--- src/rtl/mac_cfg_ctrl.sv ---
// rtl/mac_cfg_ctrl.sv - push-button command sequencer and source-MAC commit control
module mac_cfg_ctrl #(
  parameter int unsigned HOLD_CYCLES   = 50_000_000,
  parameter int unsigned REPEAT_CYCLES = 10_000_000,
  parameter int unsigned SETTLE_CYCLES = 100_000_000,
  parameter logic [7:0]  RESET_MAC     = 8'h40
) (
  input  logic       clk,
  input  logic       reset_n,
  input  logic       btn_left,
  input  logic       btn_right,
  input  logic       btn_up,
  input  logic       btn_down,
  input  logic [7:0] cfg_mac,
  input  logic       tx_busy,
  output logic       cmd_left,
  output logic       cmd_right,
  output logic       cmd_up,
  output logic       cmd_down,
  output logic [7:0] active_mac,
  output logic       mac_updated,
  output logic       cfg_dirty
);

  // One counter width serves both the press counter and the settle counter.
  localparam int unsigned MAX_HR  = (HOLD_CYCLES > REPEAT_CYCLES) ? HOLD_CYCLES : REPEAT_CYCLES;
  localparam int unsigned MAX_ALL = (MAX_HR > SETTLE_CYCLES) ? MAX_HR : SETTLE_CYCLES;
  localparam int          CW      = $clog2(MAX_ALL + 1);

  // The FIRE cycle counts as the first held cycle, so the first repeat pulse
  // lands HOLD_CYCLES after the initial pulse. HOLD_CYCLES and REPEAT_CYCLES
  // must both be at least 2 to keep an idle cycle between pulses.
  localparam logic [CW-1:0] HOLD_LAST   = CW'(HOLD_CYCLES - 2);
  localparam logic [CW-1:0] REPEAT_LAST = CW'(REPEAT_CYCLES - 1);
  localparam logic [CW-1:0] SETTLE_MAX  = CW'(SETTLE_CYCLES);
  localparam logic [CW-1:0] CNT_ONE     = CW'(1);

  localparam logic [2:0] ST_IDLE    = 3'd0;
  localparam logic [2:0] ST_FIRE    = 3'd1;
  localparam logic [2:0] ST_HOLD    = 3'd2;
  localparam logic [2:0] ST_REPEAT  = 3'd3;
  localparam logic [2:0] ST_RELEASE = 3'd4;

  localparam logic [1:0] SEL_LEFT  = 2'd0;
  localparam logic [1:0] SEL_RIGHT = 2'd1;
  localparam logic [1:0] SEL_UP    = 2'd2;
  localparam logic [1:0] SEL_DOWN  = 2'd3;

  logic [2:0]    state_q, state_d;
  logic [1:0]    sel_q, sel_d;
  logic [CW-1:0] cnt_q, cnt_d;
  logic [CW-1:0] settle_q;
  logic [3:0]    btns;
  logic          any_btn;
  logic          sel_btn;
  logic          fire;
  logic          settle_full;
  logic          commit;

  assign btns    = {btn_down, btn_up, btn_right, btn_left};
  assign any_btn = |btns;
  assign sel_btn = btns[sel_q];

  // Press FSM next-state: picks the button, times hold/repeat, flags pulse cycles.
  always_comb begin
    state_d = state_q;
    sel_d   = sel_q;
    cnt_d   = cnt_q;
    fire    = 1'b0;
    case (state_q)
      ST_IDLE: begin
        if (any_btn) begin
          state_d = ST_FIRE;
          fire    = 1'b1;
          if (btn_left)       sel_d = SEL_LEFT;
          else if (btn_right) sel_d = SEL_RIGHT;
          else if (btn_up)    sel_d = SEL_UP;
          else                sel_d = SEL_DOWN;
        end
      end
      ST_FIRE: begin
        if (sel_q == SEL_LEFT || sel_q == SEL_RIGHT) begin
          state_d = ST_RELEASE;
        end else begin
          state_d = ST_HOLD;
          cnt_d   = '0;
        end
      end
      ST_HOLD: begin
        if (!sel_btn) begin
          // Another button still down must be released before a new press.
          state_d = any_btn ? ST_RELEASE : ST_IDLE;
          cnt_d   = '0;
        end else if (cnt_q == HOLD_LAST) begin
          state_d = ST_REPEAT;
          fire    = 1'b1;
          cnt_d   = '0;
        end else begin
          cnt_d = cnt_q + CNT_ONE;
        end
      end
      ST_REPEAT: begin
        if (!sel_btn) begin
          state_d = any_btn ? ST_RELEASE : ST_IDLE;
          cnt_d   = '0;
        end else if (cnt_q == REPEAT_LAST) begin
          fire  = 1'b1;
          cnt_d = '0;
        end else begin
          cnt_d = cnt_q + CNT_ONE;
        end
      end
      ST_RELEASE: begin
        if (!any_btn) state_d = ST_IDLE;
      end
      default: begin
        state_d = ST_IDLE;
        cnt_d   = '0;
      end
    endcase
  end

  // Press FSM state, selected button and hold/repeat counter.
  always_ff @(posedge clk or negedge reset_n) begin
    if (!reset_n) begin
      state_q <= ST_IDLE;
      sel_q   <= SEL_LEFT;
      cnt_q   <= '0;
    end else begin
      state_q <= state_d;
      sel_q   <= sel_d;
      cnt_q   <= cnt_d;
    end
  end

  // Registered single-cycle command pulses, visible the cycle after the decision.
  always_ff @(posedge clk or negedge reset_n) begin
    if (!reset_n) begin
      cmd_left  <= 1'b0;
      cmd_right <= 1'b0;
      cmd_up    <= 1'b0;
      cmd_down  <= 1'b0;
    end else begin
      cmd_left  <= fire && (sel_d == SEL_LEFT);
      cmd_right <= fire && (sel_d == SEL_RIGHT);
      cmd_up    <= fire && (sel_d == SEL_UP);
      cmd_down  <= fire && (sel_d == SEL_DOWN);
    end
  end

  // Settle counter: cleared by every pulse, saturates so a blocked commit stays pending.
  always_ff @(posedge clk or negedge reset_n) begin
    if (!reset_n) begin
      settle_q <= '0;
    end else if (fire) begin
      settle_q <= '0;
    end else if (settle_q != SETTLE_MAX) begin
      settle_q <= settle_q + CNT_ONE;
    end
  end

  assign settle_full = (settle_q == SETTLE_MAX);
  // A pulse decided this cycle beats the commit; the mac_updated term stops a
  // second commit while cfg_dirty still reflects the pre-commit address.
  assign commit = settle_full && cfg_dirty && !tx_busy && !fire && !mac_updated;

  // Commit path: load the edited address and flag the update for one cycle.
  always_ff @(posedge clk or negedge reset_n) begin
    if (!reset_n) begin
      active_mac  <= RESET_MAC;
      mac_updated <= 1'b0;
    end else begin
      mac_updated <= commit;
      if (commit) active_mac <= cfg_mac;
    end
  end

  // Dirty flag: registered compare of the edited and committed addresses.
  always_ff @(posedge clk or negedge reset_n) begin
    if (!reset_n) begin
      cfg_dirty <= 1'b0;
    end else begin
      cfg_dirty <= (cfg_mac != active_mac);
    end
  end

endmodule
--- config.mk ---
export PLATFORM = sky130hd
export DESIGN_NAME = mac_cfg_ctrl
export DESIGN_NICKNAME = d
export VERILOG_FILES = /design/src/rtl/mac_cfg_ctrl.sv
export SDC_FILE = /design/constraint.sdc
export NUM_CORES = 1
export LEC_CHECK = 0
export CORE_MARGIN = 5
export CORE_UTILIZATION = 50
export CTS_CLUSTER_SIZE = 8
export DETAILED_ROUTE_END_ITERATION = 16
export HOLD_SLACK_MARGIN = 0.02
export PLACE_DENSITY_LB_ADDON = 0.1
export SYNTH_ARGS = -nofsm -noshare
export SYNTH_HDL_FRONTEND = slang
export SYNTH_SLANG_ARGS = --single-unit
--- constraint.sdc ---
create_clock -name clk -period 3.2 [get_ports clk]
set_input_delay 0.8 -clock clk [delete_from_list [all_inputs] [get_ports clk]]
set_output_delay 0.8 -clock clk [all_outputs]
set_load 0.01 [all_outputs]
==> impl_metrics.csv <==
group,metric,value,unit
status,status,"complete, no violations",
worst_hold_path,whs_path_depth,1,
power,power_frac_seq,44.4,%
layout,nNetsFinal,468,
place,place_worst_setup_slack,0.143,ns
drt,vias,3309,
power,finalPower,2.45,mW
grt,grt_start_max_net_pins,74,
clock_network,cts_max_level,3,
logic_synthesis,synth_seq_cells,73,
floorplan,die_y,99.5,um
layout,mostFrequentLayoutCells,"72 x dfrtp_1, 40 x nor2_1, 35 x nand2_1",
clock_network,clkTransAtPathRegs,0.08,ns
setup_path,rrSetupSlack,0.67,ns
setup_path,r2r_cells,7,
timing,fin_crit_sh,84.6,%
timing,rsz0062_at_grt,"false",
timing,slew_headroom,31.8,%
timing,hold_viol,0,
floorplan,core_area,7770,um2
power,vdd_drop_max,0.224,mV
timing,clock_skew,0.00602,ns
clock_network,clockRootBuffer,"clkbuf_8",
logic_synthesis,yosysSeqAreaShare,45.6,%
worst_hold_path,worstHoldEndpoint,"state_q[1]",
layout,fill_cells,665,
floorplan,fp-row-count,32,
drt,wl,8.90,mm
power,pwr-share-clk,29.3,%
layout,instances_no_fill,556,
power,pwr-share-comb,26.3,%
setup_path,cp.arrival,2.93,ns
logic_synthesis,synth_edf_count,0,
timing,finalSetupViolCount,0,
layout,layout_commonest_cell,"dfrtp_1",
setup_path,r2r_end,"cnt_q[13]",
setup_path,worstPathCellList,"clkdlybuf4s50_1 -> mux4_2 -> and2_1 -> a2111oi_4 -> buf_4 -> mux2_2",
logic_synthesis,async_reset_ff_share,100,%
logic_synthesis,yosys_warnings,0,
worst_hold_path,hold_start,"state_q[2]",
setup_path,start_kind,"primary input",
place,dp_hpwl,6.08,mm
timing,slew_viol_final,0,
setup_path,crit_path_top_delay_cell,"mux4_2",
clock_network,post_cts_resized,0,
floorplan,die_area,9900,um2
timing,finalSetupTns,0,ns
timing,fin_crit,2.71,ns
place,placed_cells,540,
layout,drive_gt1_share,10.6,%
timing,worst_hold_slack,0.521,ns
place,io_buffers,28,
power,swShare,34.4,%
drt,dr.pass1.iters,7,
setup_path,critical_path_class,"primary input to register",
clock_network,cts_setup_buffers,0,
logic_synthesis,synthFlopType,"dfrtp_1",
layout,syn_to_final_growth,15.3,%
setup_path,required,3.43,ns
floorplan,io_pins,29,
clock_network,clk_path_buf_depth,2,
drt,drtAntennaViolNets,0,
logic_synthesis,netlist_area,4010,um2
logic_synthesis,syn-num-nets,435,
drt,route.detailed.drc,0,
clock_network,insertion_delay,0.34,ns
clock_network,cts.sinks,73,
place,gp_congestion,0.892,
flow_run,maxCapViolCount,0,
drt,post_drt_wl_per_cell,16.0,um
setup_path,crit_path_end_kind,"register",
grt,grt_usage,18.9,%
timing,worst_pin_slew,1.01,ns
layout,n_antenna_cell,0,
logic_synthesis,synth_cells,416,
layout,seqCellArea,1830,um2
logic_synthesis,avgSynthCellArea,9.63,um2
drt,viasPerCell,5.95,
clock_network,cts_buffers,9,
power,internal-power,1.61,mW
timing,fmax,369,MHz
grt,grt_overflow_total,0,
clock_network,cts_hold_buf,0,
power,power.switching,0.842,mW
floorplan,start_util,51.6,%
layout,multi_input_area,2070,um2
drt,dr.first_iter.drc_count,209,
setup_path,r2r-start,"cnt_q[0]",
grt,antenna_found_initial,0,
setup_path,cpPeakStageDelay,0.52,ns
power,leakage,1.98,nW
setup_path,crit_fanout,9,
grt,grt_pass1_vias,3195,
clock_network,cts_tree,"done",
timing,postLayoutSetupSlackWorst,0.493,ns
power,power_density,530,nW/um2
grt,grt_pass1_wl,15.3,mm
worst_hold_path,hold_path.class,"register to register",
floorplan,die_x,99.5,um
logic_synthesis,ys_types,56,
==> worst max-delay path, delay by kind of cell <==
kind | cells | cell delay [ns]
and+or+nand+nor | 1 | 0.26
AOI/OAI and AO/OA | 1 | 0.31
buffers and inverters | 2 | 0.69
muxes | 2 | 0.87
==> power groups by stage <==
stage / Clock, mW / Sequential, mW / Combinational, mW
global placement: 0 / 1.10 / 0.640
floorplan: 0 / 1.08 / 0.434
global route: 0.781 / 1.10 / 0.715
detailed placement: 0 / 1.10 / 0.654
finish: 0.717 / 1.09 / 0.644
CTS: 0.737 / 1.09 / 0.654
==> stage by stage <==
step / area [um2] / util, %
floorplan: 4010 / -
global placement: 4430 / 57.0
detailed placement: 4430 / 57.0
CTS: 4620 / 59.5
global route: 4620 / 59.5
finish: 4620 / 59.5
==> layer usage <==
layer | vias up | GRT usage, % | routed length (um) | part of all wire (%)
met5 | - | 0 | 0 | 0
met4 | 0 | 8.19 | 135 | 1.5
met2 | 107 | 30.6 | 4370 | 49
li1 | 1600 | - | - | -
met3 | 16 | 3.23 | 376 | 4.2
met1 | 1586 | 24.9 | 4010 | 45
==> sequential cells by signal (all words and copies together), names as in the netlist <==
signal       flops
cnt_q           27
settle_q        27
active_mac       8
state_q          3
sel_q            2
cfg_dirty        1
cmd_down         1
cmd_left         1
cmd_right        1
cmd_up           1
mac_updated      1
==> Yosys cell counts (all sizes together), types with 5 or more instances <==
cell    instances  area share, %
xor2           28            6.1
a211o           5            1.1
dfrtp          72             45
and4            9            2.0
nand2          35            3.3
or3             5           0.78
nand3          25            3.1
xnor2           6            1.3
nor2           40            3.7
nor4           16            2.7
and3           11            1.7
a221o           5            1.2
o21ai          11            1.4
inv            10           0.94
clkbuf         12            1.1
a21oi           8            1.0
buf             5           0.59
nand4          20            3.1
nor3           18            2.2
mux2            9            2.5
nor4b           5            1.1
==> kinds of logic after synthesis <==
group / count (synthesis) / share of synthesized area, %
mux: 11 / 3.34
flops: 73 / 45.6
simple gates: 215 / 29.8
compound gates: 52 / 9.87
xor+xnor: 34 / 7.43
fa+ha+maj: 4 / 1.25
buf+inv: 27 / 2.65
==> worst max path at each step <==
| stage | start | endpoint | cells past startpoint |
|---|---|---|---|
| floorplan | btn_down | cnt_q[10] | 8 |
| global placement | btn_up | active_mac[4] | 6 |
| detailed placement | btn_up | active_mac[4] | 6 |
| CTS | btn_up | active_mac[5] | 6 |
| global route | cnt_q[0] | cnt_q[13] | 7 |
| finish | btn_up | active_mac[5] | 6 |
==> final cells by class <==
type / count / area share, %
sequential: 73 / 39.6
timing repair buffer: 39 / 7.80
clock buffer: 10 / 2.98
tap: 102 / 2.76
clock inverter: 6 / 1.25
inverter: 10 / 0.812
multi-input combinational: 316 / 44.8
Note: power is estimated with default switching activity, not from simulation.
